`src/rtl/median_pkg.sv`:
```
// Shared types and defaults for the 3x3 median window controller.
package median_pkg;

    typedef enum logic [1:0] {
        IDLE,
        ACCEPT,
        DRAIN,
        DONE
    } state_e;

    localparam int unsigned DEFAULT_DATA_W = 8;

endpackage

```
`src/rtl/median_res_fifo.sv`:
```
// Result FIFO for median values; read data is forced to zero while empty.
module median_res_fifo #(
    parameter int unsigned DEPTH = 2,
    parameter int unsigned WIDTH = 8
) (
    input  logic             i_clk,
    input  logic             i_rst,
    input  logic             i_wr_en,
    input  logic [WIDTH-1:0] i_wr_data,
    input  logic             i_rd_en,
    output logic [WIDTH-1:0] o_rd_data,
    output logic             o_full,
    output logic             o_empty
);

    localparam int unsigned PTR_W = (DEPTH > 1) ? $clog2(DEPTH) : 1;
    localparam int unsigned CNT_W = $clog2(DEPTH + 1);
    localparam logic [PTR_W-1:0] PTR_LAST = PTR_W'(DEPTH - 1);

    logic [WIDTH-1:0] r_mem [DEPTH];
    logic [PTR_W-1:0] r_wr_ptr;
    logic [PTR_W-1:0] r_rd_ptr;
    logic [CNT_W-1:0] r_count;
    logic             w_wr;
    logic             w_rd;

    assign o_full    = (r_count == CNT_W'(DEPTH));
    assign o_empty   = (r_count == '0);
    assign w_wr      = i_wr_en && !o_full;
    assign w_rd      = i_rd_en && !o_empty;
    assign o_rd_data = o_empty ? '0 : r_mem[r_rd_ptr];

    always_ff @(posedge i_clk) begin
        if (i_rst) begin
            r_wr_ptr <= '0;
            r_rd_ptr <= '0;
            r_count  <= '0;
        end else begin
            if (w_wr) begin
                r_wr_ptr <= (r_wr_ptr == PTR_LAST) ? '0 : r_wr_ptr + PTR_W'(1);
            end
            if (w_rd) begin
                r_rd_ptr <= (r_rd_ptr == PTR_LAST) ? '0 : r_rd_ptr + PTR_W'(1);
            end
            case ({w_wr, w_rd})
                2'b10:   r_count <= r_count + CNT_W'(1);
                2'b01:   r_count <= r_count - CNT_W'(1);
                default: r_count <= r_count;
            endcase
        end
    end

    always_ff @(posedge i_clk) begin
        if (w_wr) begin
            r_mem[r_wr_ptr] <= i_wr_data;
        end
    end

endmodule

```
`src/rtl/median_window_ctrl.sv`:
```
// Streams a raster frame through two line buffers, presents 3x3 windows to an external
// median datapath and returns its results through a credit-protected FIFO.
module median_window_ctrl
    import median_pkg::*;
#(
    parameter int unsigned DATA_W   = DEFAULT_DATA_W,
    parameter int unsigned IMG_W    = 8,
    parameter int unsigned IMG_H    = 8,
    parameter int unsigned PIPE_LAT = 0
) (
    input  logic              clk,
    input  logic              rst,
    input  logic              start,
    input  logic [DATA_W-1:0] pix_in,
    input  logic              pix_valid,
    output logic              pix_ready,
    output logic [DATA_W-1:0] win_a,
    output logic [DATA_W-1:0] win_b,
    output logic [DATA_W-1:0] win_c,
    output logic [DATA_W-1:0] win_d,
    output logic [DATA_W-1:0] win_e,
    output logic [DATA_W-1:0] win_f,
    output logic [DATA_W-1:0] win_g,
    output logic [DATA_W-1:0] win_h,
    output logic [DATA_W-1:0] win_i,
    output logic              win_valid,
    input  logic [DATA_W-1:0] med_in,
    output logic [DATA_W-1:0] med_out,
    output logic              med_valid,
    input  logic              med_ready,
    output logic              busy,
    output logic              frame_done
);

    localparam int unsigned DEPTH = PIPE_LAT + 2;
    localparam int unsigned COL_W = $clog2(IMG_W);
    localparam int unsigned ROW_W = $clog2(IMG_H);
    localparam int unsigned CRD_W = $clog2(DEPTH + 1);
    localparam logic [COL_W-1:0] COL_LAST = COL_W'(IMG_W - 1);
    localparam logic [ROW_W-1:0] ROW_LAST = ROW_W'(IMG_H - 1);
    localparam logic [CRD_W-1:0] CRD_INIT = CRD_W'(DEPTH);

    state_e            r_state;
    state_e            w_state_next;
    logic [COL_W-1:0]  r_col;
    logic [ROW_W-1:0]  r_row;
    logic [CRD_W-1:0]  r_credit;
    logic [CRD_W-1:0]  w_credit_next;
    logic [DATA_W-1:0] r_lb0 [IMG_W];
    logic [DATA_W-1:0] r_lb1 [IMG_W];
    logic [DATA_W-1:0] r_top1, r_top2, r_mid1, r_mid2, r_bot1, r_bot2;
    logic [DATA_W-1:0] r_win [9];
    logic              r_win_valid;
    logic [DATA_W-1:0] w_top;
    logic [DATA_W-1:0] w_mid;
    logic              w_in_xfer;
    logic              w_out_xfer;
    logic              w_complete;
    logic              w_last_pix;
    logic              w_capture;
    logic              w_inflight;
    logic              w_fifo_full;
    logic              w_fifo_empty;

    assign pix_ready  = (r_state == ACCEPT) && (r_credit != '0);
    assign w_in_xfer  = pix_valid && pix_ready;
    assign w_out_xfer = med_valid && med_ready;
    assign w_complete = w_in_xfer && (r_row >= ROW_W'(2)) && (r_col >= COL_W'(2));
    assign w_last_pix = w_in_xfer && (r_row == ROW_LAST) && (r_col == COL_LAST);
    // lb1 holds row r-2 and lb0 row r-1 at the current column
    assign w_top      = r_lb1[r_col];
    assign w_mid      = r_lb0[r_col];

    always_ff @(posedge clk) begin
        if (rst) begin
            r_state <= IDLE;
        end else begin
            r_state <= w_state_next;
        end
    end

    always_comb begin
        w_state_next = r_state;
        unique case (r_state)
            IDLE:    if (start) w_state_next = ACCEPT;
            ACCEPT:  if (w_last_pix) w_state_next = DRAIN;
            DRAIN:   if (!w_inflight && w_fifo_empty) w_state_next = DONE;
            DONE:    w_state_next = IDLE;
            default: w_state_next = IDLE;
        endcase
    end

    // Credit = free FIFO slots minus windows still in the datapath
    always_comb begin
        w_credit_next = r_credit;
        if (w_complete && !w_out_xfer) begin
            w_credit_next = r_credit - CRD_W'(1);
        end else if (!w_complete && w_out_xfer) begin
            w_credit_next = r_credit + CRD_W'(1);
        end
    end

    always_ff @(posedge clk) begin
        if (rst) begin
            r_col       <= '0;
            r_row       <= '0;
            r_credit    <= CRD_INIT;
            r_win_valid <= 1'b0;
            for (int k = 0; k < 9; k++) begin
                r_win[k] <= '0;
            end
        end else begin
            r_credit    <= w_credit_next;
            r_win_valid <= w_complete;
            if (r_state == IDLE) begin
                r_col <= '0;
                r_row <= '0;
            end else if (w_in_xfer) begin
                if (r_col == COL_LAST) begin
                    r_col <= '0;
                    r_row <= (r_row == ROW_LAST) ? '0 : r_row + ROW_W'(1);
                end else begin
                    r_col <= r_col + COL_W'(1);
                end
            end
            if (w_complete) begin
                r_win[0] <= r_top2;
                r_win[1] <= r_top1;
                r_win[2] <= w_top;
                r_win[3] <= r_mid2;
                r_win[4] <= r_mid1;
                r_win[5] <= w_mid;
                r_win[6] <= r_bot2;
                r_win[7] <= r_bot1;
                r_win[8] <= pix_in;
            end
        end
    end

    always_ff @(posedge clk) begin
        if (w_in_xfer) begin
            r_lb1[r_col] <= w_mid;
            r_lb0[r_col] <= pix_in;
            r_top2       <= r_top1;
            r_top1       <= w_top;
            r_mid2       <= r_mid1;
            r_mid1       <= w_mid;
            r_bot2       <= r_bot1;
            r_bot1       <= pix_in;
        end
    end

    generate
        if (PIPE_LAT == 0) begin : g_no_pipe
            assign w_capture  = r_win_valid;
            assign w_inflight = r_win_valid;
        end else begin : g_pipe
            logic [PIPE_LAT-1:0] r_vpipe;
            always_ff @(posedge clk) begin
                if (rst) begin
                    r_vpipe <= '0;
                end else begin
                    r_vpipe <= (r_vpipe << 1) | PIPE_LAT'(r_win_valid);
                end
            end
            assign w_capture  = r_vpipe[PIPE_LAT-1];
            assign w_inflight = r_win_valid || (r_vpipe != '0);
        end
    endgenerate

    median_res_fifo #(
        .DEPTH (DEPTH),
        .WIDTH (DATA_W)
    ) u_res_fifo (
        .i_clk     (clk),
        .i_rst     (rst),
        .i_wr_en   (w_capture),
        .i_wr_data (med_in),
        .i_rd_en   (med_ready),
        .o_rd_data (med_out),
        .o_full    (w_fifo_full),
        .o_empty   (w_fifo_empty)
    );

    // Credits make a capture into a full FIFO impossible
    a_no_overflow: assert property (@(posedge clk) disable iff (rst) w_capture |-> !w_fifo_full);

    assign med_valid  = !w_fifo_empty;
    assign win_a      = r_win[0];
    assign win_b      = r_win[1];
    assign win_c      = r_win[2];
    assign win_d      = r_win[3];
    assign win_e      = r_win[4];
    assign win_f      = r_win[5];
    assign win_g      = r_win[6];
    assign win_h      = r_win[7];
    assign win_i      = r_win[8];
    assign win_valid  = r_win_valid;
    assign busy       = (r_state == ACCEPT) || (r_state == DRAIN);
    assign frame_done = (r_state == DONE);

endmodule

```
`config.mk`:
```
export PLATFORM = sky130hd
export DESIGN_NAME = median_window_ctrl
export DESIGN_NICKNAME = d
export VERILOG_FILES = /design/src/rtl/median_pkg.sv /design/src/rtl/median_res_fifo.sv /design/src/rtl/median_window_ctrl.sv
export SDC_FILE = /design/constraint.sdc
export NUM_CORES = 1
export LEC_CHECK = 0
export CAP_MARGIN = 20
export CORE_MARGIN = 4
export CORE_UTILIZATION = 32
export DETAILED_ROUTE_END_ITERATION = 16
export GPL_TIMING_DRIVEN = 0
export REMOVE_ABC_BUFFERS = 1
export SLEW_MARGIN = 20
export SYNTH_ARGS = -nofsm -noshare
export SYNTH_HDL_FRONTEND = slang
export SYNTH_HIERARCHICAL = 1
export SYNTH_SLANG_ARGS = --single-unit
```
`constraint.sdc`:
```
create_clock -name clk -period 4.7 [get_ports clk]
set_input_delay 0.705 -clock clk [delete_from_list [all_inputs] [get_ports clk]]
set_output_delay 0.705 -clock clk [all_outputs]
set_load 0.03 [all_outputs]
```
# Word-level counts from Yosys, hierarchy flattened
# Memory sizes are Yosys's and may differ from the RTL's. A register that Yosys moved wholly into a read port is not among the register bits.
# Index checks and enable logic that the tools add are counted.
dict set report totals {
  register_bits 63
  ram_bits 216
  inputBits 21
  out_inout_bits 85
  elab_cells 109
  mem_count 4
}
dict set report op_classes {
  n_addsub 8
  magnitude_cmp 2
  eq_ne 11
  n_mux 36
  bitwise_logic 9
  reduce_logical 25
}
# name depth word_bits read_ports rd_clocked_by_memory_dff write_ports line_no
set memory_table {}
lappend memory_table {r_win 9 8 9 0 9 median_window_ctrl.sv:52} ;# logic [DATA_W-1:0] r_win [9];
lappend memory_table {r_lb0 8 8 1 1 1 median_window_ctrl.sv:49} ;# logic [DATA_W-1:0] r_lb0 [IMG_W];
lappend memory_table {r_lb1 8 8 1 1 1 median_window_ctrl.sv:50} ;# logic [DATA_W-1:0] r_lb1 [IMG_W];
lappend memory_table {u_res_fifo.r_mem 2 8 1 1 1 median_res_fifo.sv:20} ;# logic [WIDTH-1:0] r_mem [DEPTH];
# cell n
set ops {}
lappend ops {{$mux W8} 10}
lappend ops {{$mux W3} 6}
lappend ops {{$mux W1} 13}
lappend ops {{$logic_and A1 B1 Y1} 11}
lappend ops {{$mux W2} 5}
lappend ops {{$or A1 B1 Y1} 9}
lappend ops {{$eq A2 B2 Y1 const B} 4}
lappend ops {{$pmux W2 S4} 1}
lappend ops {{$add A3 B1 Y3 const B} 2}
lappend ops {{$eq A3 B3 Y1 const B} 2}
lappend ops {{$ge A3 B2 Y1 const B} 2}
lappend ops {{$ne A2 B2 Y1 const B} 3}
lappend ops {{$reduce_bool A2 Y1} 3}
lappend ops {{$logic_not A1 Y1} 5}
lappend ops {{$add A2 B1 Y2 const B} 2}
lappend ops {{$eq A2 B1 Y1 const B} 2}
lappend ops {{$logic_not A2 Y1} 2}
lappend ops {{$pmux W2 S2} 1}
lappend ops {{$sub A2 B1 Y2 const B} 2}
lappend ops {{$reduce_and A3 Y1} 1}
lappend ops {{$add A1 B1 Y1 const B} 2}
lappend ops {{$reduce_and A2 Y1} 1}
lappend ops {{$reduce_or A2 Y1} 1}
lappend ops {{$logic_or A1 B1 Y1} 1}

# Logic depth before layout (Yosys ltp)
dict set report depth {
  depth_word 9
  ltp_mapped 9
  depth_no_buf 8
}

# Cells and area by module
# Netlist, hierarchy kept.
# mod instances cells_per_inst area_per_inst_um2 seq_area_each_um2
set by_module_without_submodules {}
lappend by_module_without_submodules {median_window_ctrl 1 471 9780.6 7727.4}
lappend by_module_without_submodules {median_res_fifo 1 60 818.3 580.6}

# Least setup slack after synthesis
# No wires, ideal clock.
dict set report synth_timing {
  path_type {input to register}
  from {in pix_valid}
  to {mem r_lb0[4][0] (netlist bit) (enable)}
  setup_time_ns 0.409
  t_arrival_ns 3.480
  required_ns 4.291
  setup_slack_ns 0.810
  cell_stages 5
  n_path_buf 1
  cell_sequence {o211ai_1 > buf_2 > inv_1 > nand2_1 > nor3_1}
}
dict set report synth_between {
  elab_chain_len 3
}
# element line_no
set synth_lines {}
lappend synth_lines {{start: declaration} median_window_ctrl.sv:15} ;# input logic pix_valid,
lappend synth_lines {{$logic_and A1 B1 Y1} median_window_ctrl.sv:66} ;# assign w_in_xfer = pix_valid && pix_ready;
lappend synth_lines {{named net w_in_xfer} median_window_ctrl.sv:56} ;# logic w_in_xfer;
lappend synth_lines {{$mux W1} median_window_ctrl.sv:141} ;# if (w_in_xfer) begin
lappend synth_lines {{$mux W1 (not written as such)} median_window_ctrl.sv:143} ;# r_lb0[r_col] <= pix_in;
lappend synth_lines {{end: declaration} median_window_ctrl.sv:49}
# The timed path passes the listed nets, and every way through them passes these cells.

# Worst setup path after layout
dict set report layout_timing {
  from {reg u_res_fifo.r_count[0]}
  to {out med_valid}
}
dict set report layout_between {
  elab_chain_len 2
}
# element line_no
set layout_lines {}
lappend layout_lines {{start: declaration} median_res_fifo.sv:23} ;# logic [CNT_W-1:0] r_count;
lappend layout_lines {{start signal: assignment} median_res_fifo.sv:46} ;# 2'b10: r_count <= r_count + CNT_W'(1);
lappend layout_lines {{start signal: assignment} median_res_fifo.sv:47} ;# 2'b01: r_count <= r_count - CNT_W'(1);
lappend layout_lines {{start signal: assignment} median_res_fifo.sv:48} ;# default: r_count <= r_count;
lappend layout_lines {{$logic_not A2 Y1} median_res_fifo.sv:28} ;# assign o_empty = (r_count == '0);
lappend layout_lines {{named net w_fifo_empty} median_window_ctrl.sv:63} ;# logic w_fifo_empty;
lappend layout_lines {{$logic_not A1 Y1} median_window_ctrl.sv:188} ;# assign med_valid = !w_fifo_empty;
lappend layout_lines {{end: declaration} median_window_ctrl.sv:29} ;# output logic med_valid,
# The timed path passes the listed nets, and every way through them passes these cells.

==> results.json <==
{
  "layout_common_cells": "edfxtp_1 (264), clkdlybuf4s50_1 (105), and2_1 (72)",
  "netlist_area_mm2": 0.0106,
  "worstSkewPairLatency_ps": 550,
  "synth_edf_count": 264,
  "period_share": 0.628,
  "synth_compound_area_frac": 0.0120,
  "io_buffer_count": 105,
  "ios": 106,
  "ir_drop_mv": 0.348,
  "cts_root_buf": "clkbuf_16",
  "drt_iter0_markers": 202,
  "synthXorXnorAreaFrac": 0.00413,
  "worstPathArrival_ps": 2250,
  "timing.rr.start": "r_state[1]",
  "maxSlewViolCount": 0,
  "path_max_fanout": 10,
  "end_kind": "primary output",
  "insertedDiodeCount": 0,
  "tightestPinTransition_ps": 960,
  "p_seq_frac": 0.493,
  "synthMuxAreaShare": 0.106,
  "synth_fa_ha_area_frac": 0.0142,
  "cts_tree": "done",
  "clkTransAtPathRegs_ps": 60,
  "grt_max_degree": 44,
  "intPower_w": 0.00474,
  "finalSetupViolCount": 0,
  "netlist_instances": 531,
  "post_synth_and_or_nand_nor_area_fraction": 0.0662,
  "rsz0062_at_grt": "false",
  "cts_buffer_depth": 3,
  "rrSetupSlack_ps": 1790,
  "nFillCells": 2876,
  "p_total_w": 0.00601,
  "ctsHoldBuffers": 0,
  "crit_required_ps": 3990,
  "crit_type": "reg -> out",
  "crit_start": "u_res_fifo/r_count[0]",
  "ant_nets": 0,
  "drt-total-wl_um": 18900,
  "track_usage": 0.105,
  "yosysSeqAreaShare": 0.784,
  "min_period_ps": 2950,
  "cp-endpoint": "med_valid",
  "die_x_um": 190,
  "firstDrtPassIters": 4,
  "p_sw_frac": 0.212,
  "tns_ps": 0,
  "nets": 703,
  "grt_pass1_vias": 5247,
  "die_height_um": 190,
  "syn_to_final_growth_pct": 27.5,
  "instances_no_fill": 1137,
  "drive_gt1_frac": 0.147,
  "fmax_ghz": 0.339,
  "ff_latch_area_mm2": 0.00831,
  "rr_worst_depth": 8,
  "htree_levels": 1,
  "gr-total-overflow": 0,
  "run_status": "finished clean",
  "num_vias": 4966,
  "final_common_cell": "edfxtp_1",
  "dp_cells": 1079,
  "hold_ws_ps": 430,
  "finalClockSkew_ps": 14.5,
  "maxSlewHeadroom": 0.359,
  "fp-row-count": 66,
  "r2r_end": "r_lb0[4][4]",
  "drc": 0,
  "cts_sinks": 283,
  "critPathLaunchType": "flop",
  "core-area_mm2": 0.0326,
  "synth.avg_cell_area_um2": 20.0,
  "clkPwrFrac": 0.435,
  "final_area_mm2": 0.0135,
  "synthArstFlopShare": 0,
  "yosys_register_bits": 283,
  "maxCapViolations": 0,
  "die_area_mm2": 0.0361,
  "wl_per_cell_um": 16.6,
  "synth_top_family_by_area": "multiplexers",
  "post_cts_resize_count": 0,
  "numCtsBuffers": 31,
  "grt_first_pass_wirelength_um": 30000,
  "cts_setup_buffers": 0,
  "finalHoldViolations": 0,
  "yosysWarningCount": 6,
  "place_area_mm2": 0.0124,
  "share_comb_of_total_power": 0.072,
  "hp-class": "reg -> reg",
  "p_sw_w": 0.00128,
  "leakagePower_nw": 4.54,
  "hpwl_um": 12100,
  "gp_congestion": 0.687,
  "initial_utilization": 0.325,
  "yosysUniqueCellTypes": 37,
  "via_per_inst": 4.37,
  "multiInputGateArea_mm2": 0.00219,
  "antenna_found_initial": 0,
  "synth-main-ff-cell": "edfxtp_1",
  "power_density_mw_per_mm2": 445
}
power by group through the flow:
stage / combinational (W) / clock (W) / sequential, W
floorplan: 0.000201 / 0 / 0.00306
global placement: 0.000413 / 0 / 0.00303
detailed placement: 0.000447 / 0 / 0.00302
CTS: 0.000450 / 0.00269 / 0.00297
global route: 0.000477 / 0.00279 / 0.00298
finish: 0.000435 / 0.00261 / 0.00296
cells by family after synthesis:
family / Yosys count
buffers and inverters: 30
AND/OR/NAND/NOR: 123
XOR/XNOR: 5
AO/OA/AOI/OAI: 20
multiplexers: 58
adder cells (fa/ha/maj): 12
flip-flops: 283
flip-flops by register name, summed over array words and instances (netlist names), 2 cells and up, named ones only:
register / cells
r_win: 72
r_top1: 8
r_mid1: 8
r_col: 3
r_lb0: 64
r_state: 2
r_lb1: 64
r_credit: 2
r_bot1: 8
r_bot2: 8
r_row: 3
r_mid2: 8
u_res_fifo/r_mem: 16
r_top2: 8
u_res_fifo/r_count: 2
cell usage after synthesis (2+ instances only):
library cell,instances,share of area
ha_1,12,0.014
buf_1,3,0.0011
mux2_2,16,0.017
or2_2,2,0.0012
and2_1,72,0.042
o2111ai_1,2,0.0017
a21oi_1,8,0.0038
clkbuf_1,10,0.0035
inv_1,9,0.0032
o21ai_0,4,0.0019
xor2_1,3,0.0025
dfxtp_1,19,0.036
nor2_1,17,0.0060
mux2i_1,10,0.0094
edfxtp_1,264,0.75
or3_1,4,0.0024
mux4_1,32,0.079
nor3_1,5,0.0024
nand2b_1,7,0.0041
buf_6,4,0.0042
nand2_1,10,0.0035
xnor2_1,2,0.0017
buf_2,2,0.00094
layout make-up:
cell class,count,share of cell area
flip-flops and latches,283,0.615
inverters,10,0.00296
well taps,442,0.0409
repair buffers,126,0.0966
multi-input cells,218,0.162
clock buffers,37,0.0591
clock inverters,21,0.0233
how the worst min path moves through the flow:
stage	start	endpoint	slack (ps)	depth (start not counted)
floorplan	r_bot1[0]	r_bot2[0]	420	0
global placement	r_bot1[2]	r_bot2[2]	420	0
detailed placement	r_mid1[4]	r_mid2[4]	420	0
CTS	r_bot1[6]	r_bot2[6]	430	0
global route	r_bot1[6]	r_bot2[6]	450	0
finish	r_bot1[6]	r_bot2[6]	430	0
layer usage:
metal	global-route usage	routed length, µm
met2	0.173	9010
met5	0	0
met1	0.138	8300
met3	0.0270	1100
met4	0.0320	508
worst max-delay path: stages (launching register included):
cell and delay (ps):
dfxtp_1 360, nor2_1 560, inv_1 140, clkdlybuf4s50_1 640
per-stage QoR:
step,util,setup slack [ps]
3_5_place_dp,0.380,1220
4_1_cts,0.414,1710
6_report,0.414,1750
2_1_floorplan,-,760
5_1_grt,0.414,1570
3_3_place_gp,0.371,-1850
Power figures use the tool's default switching activity.
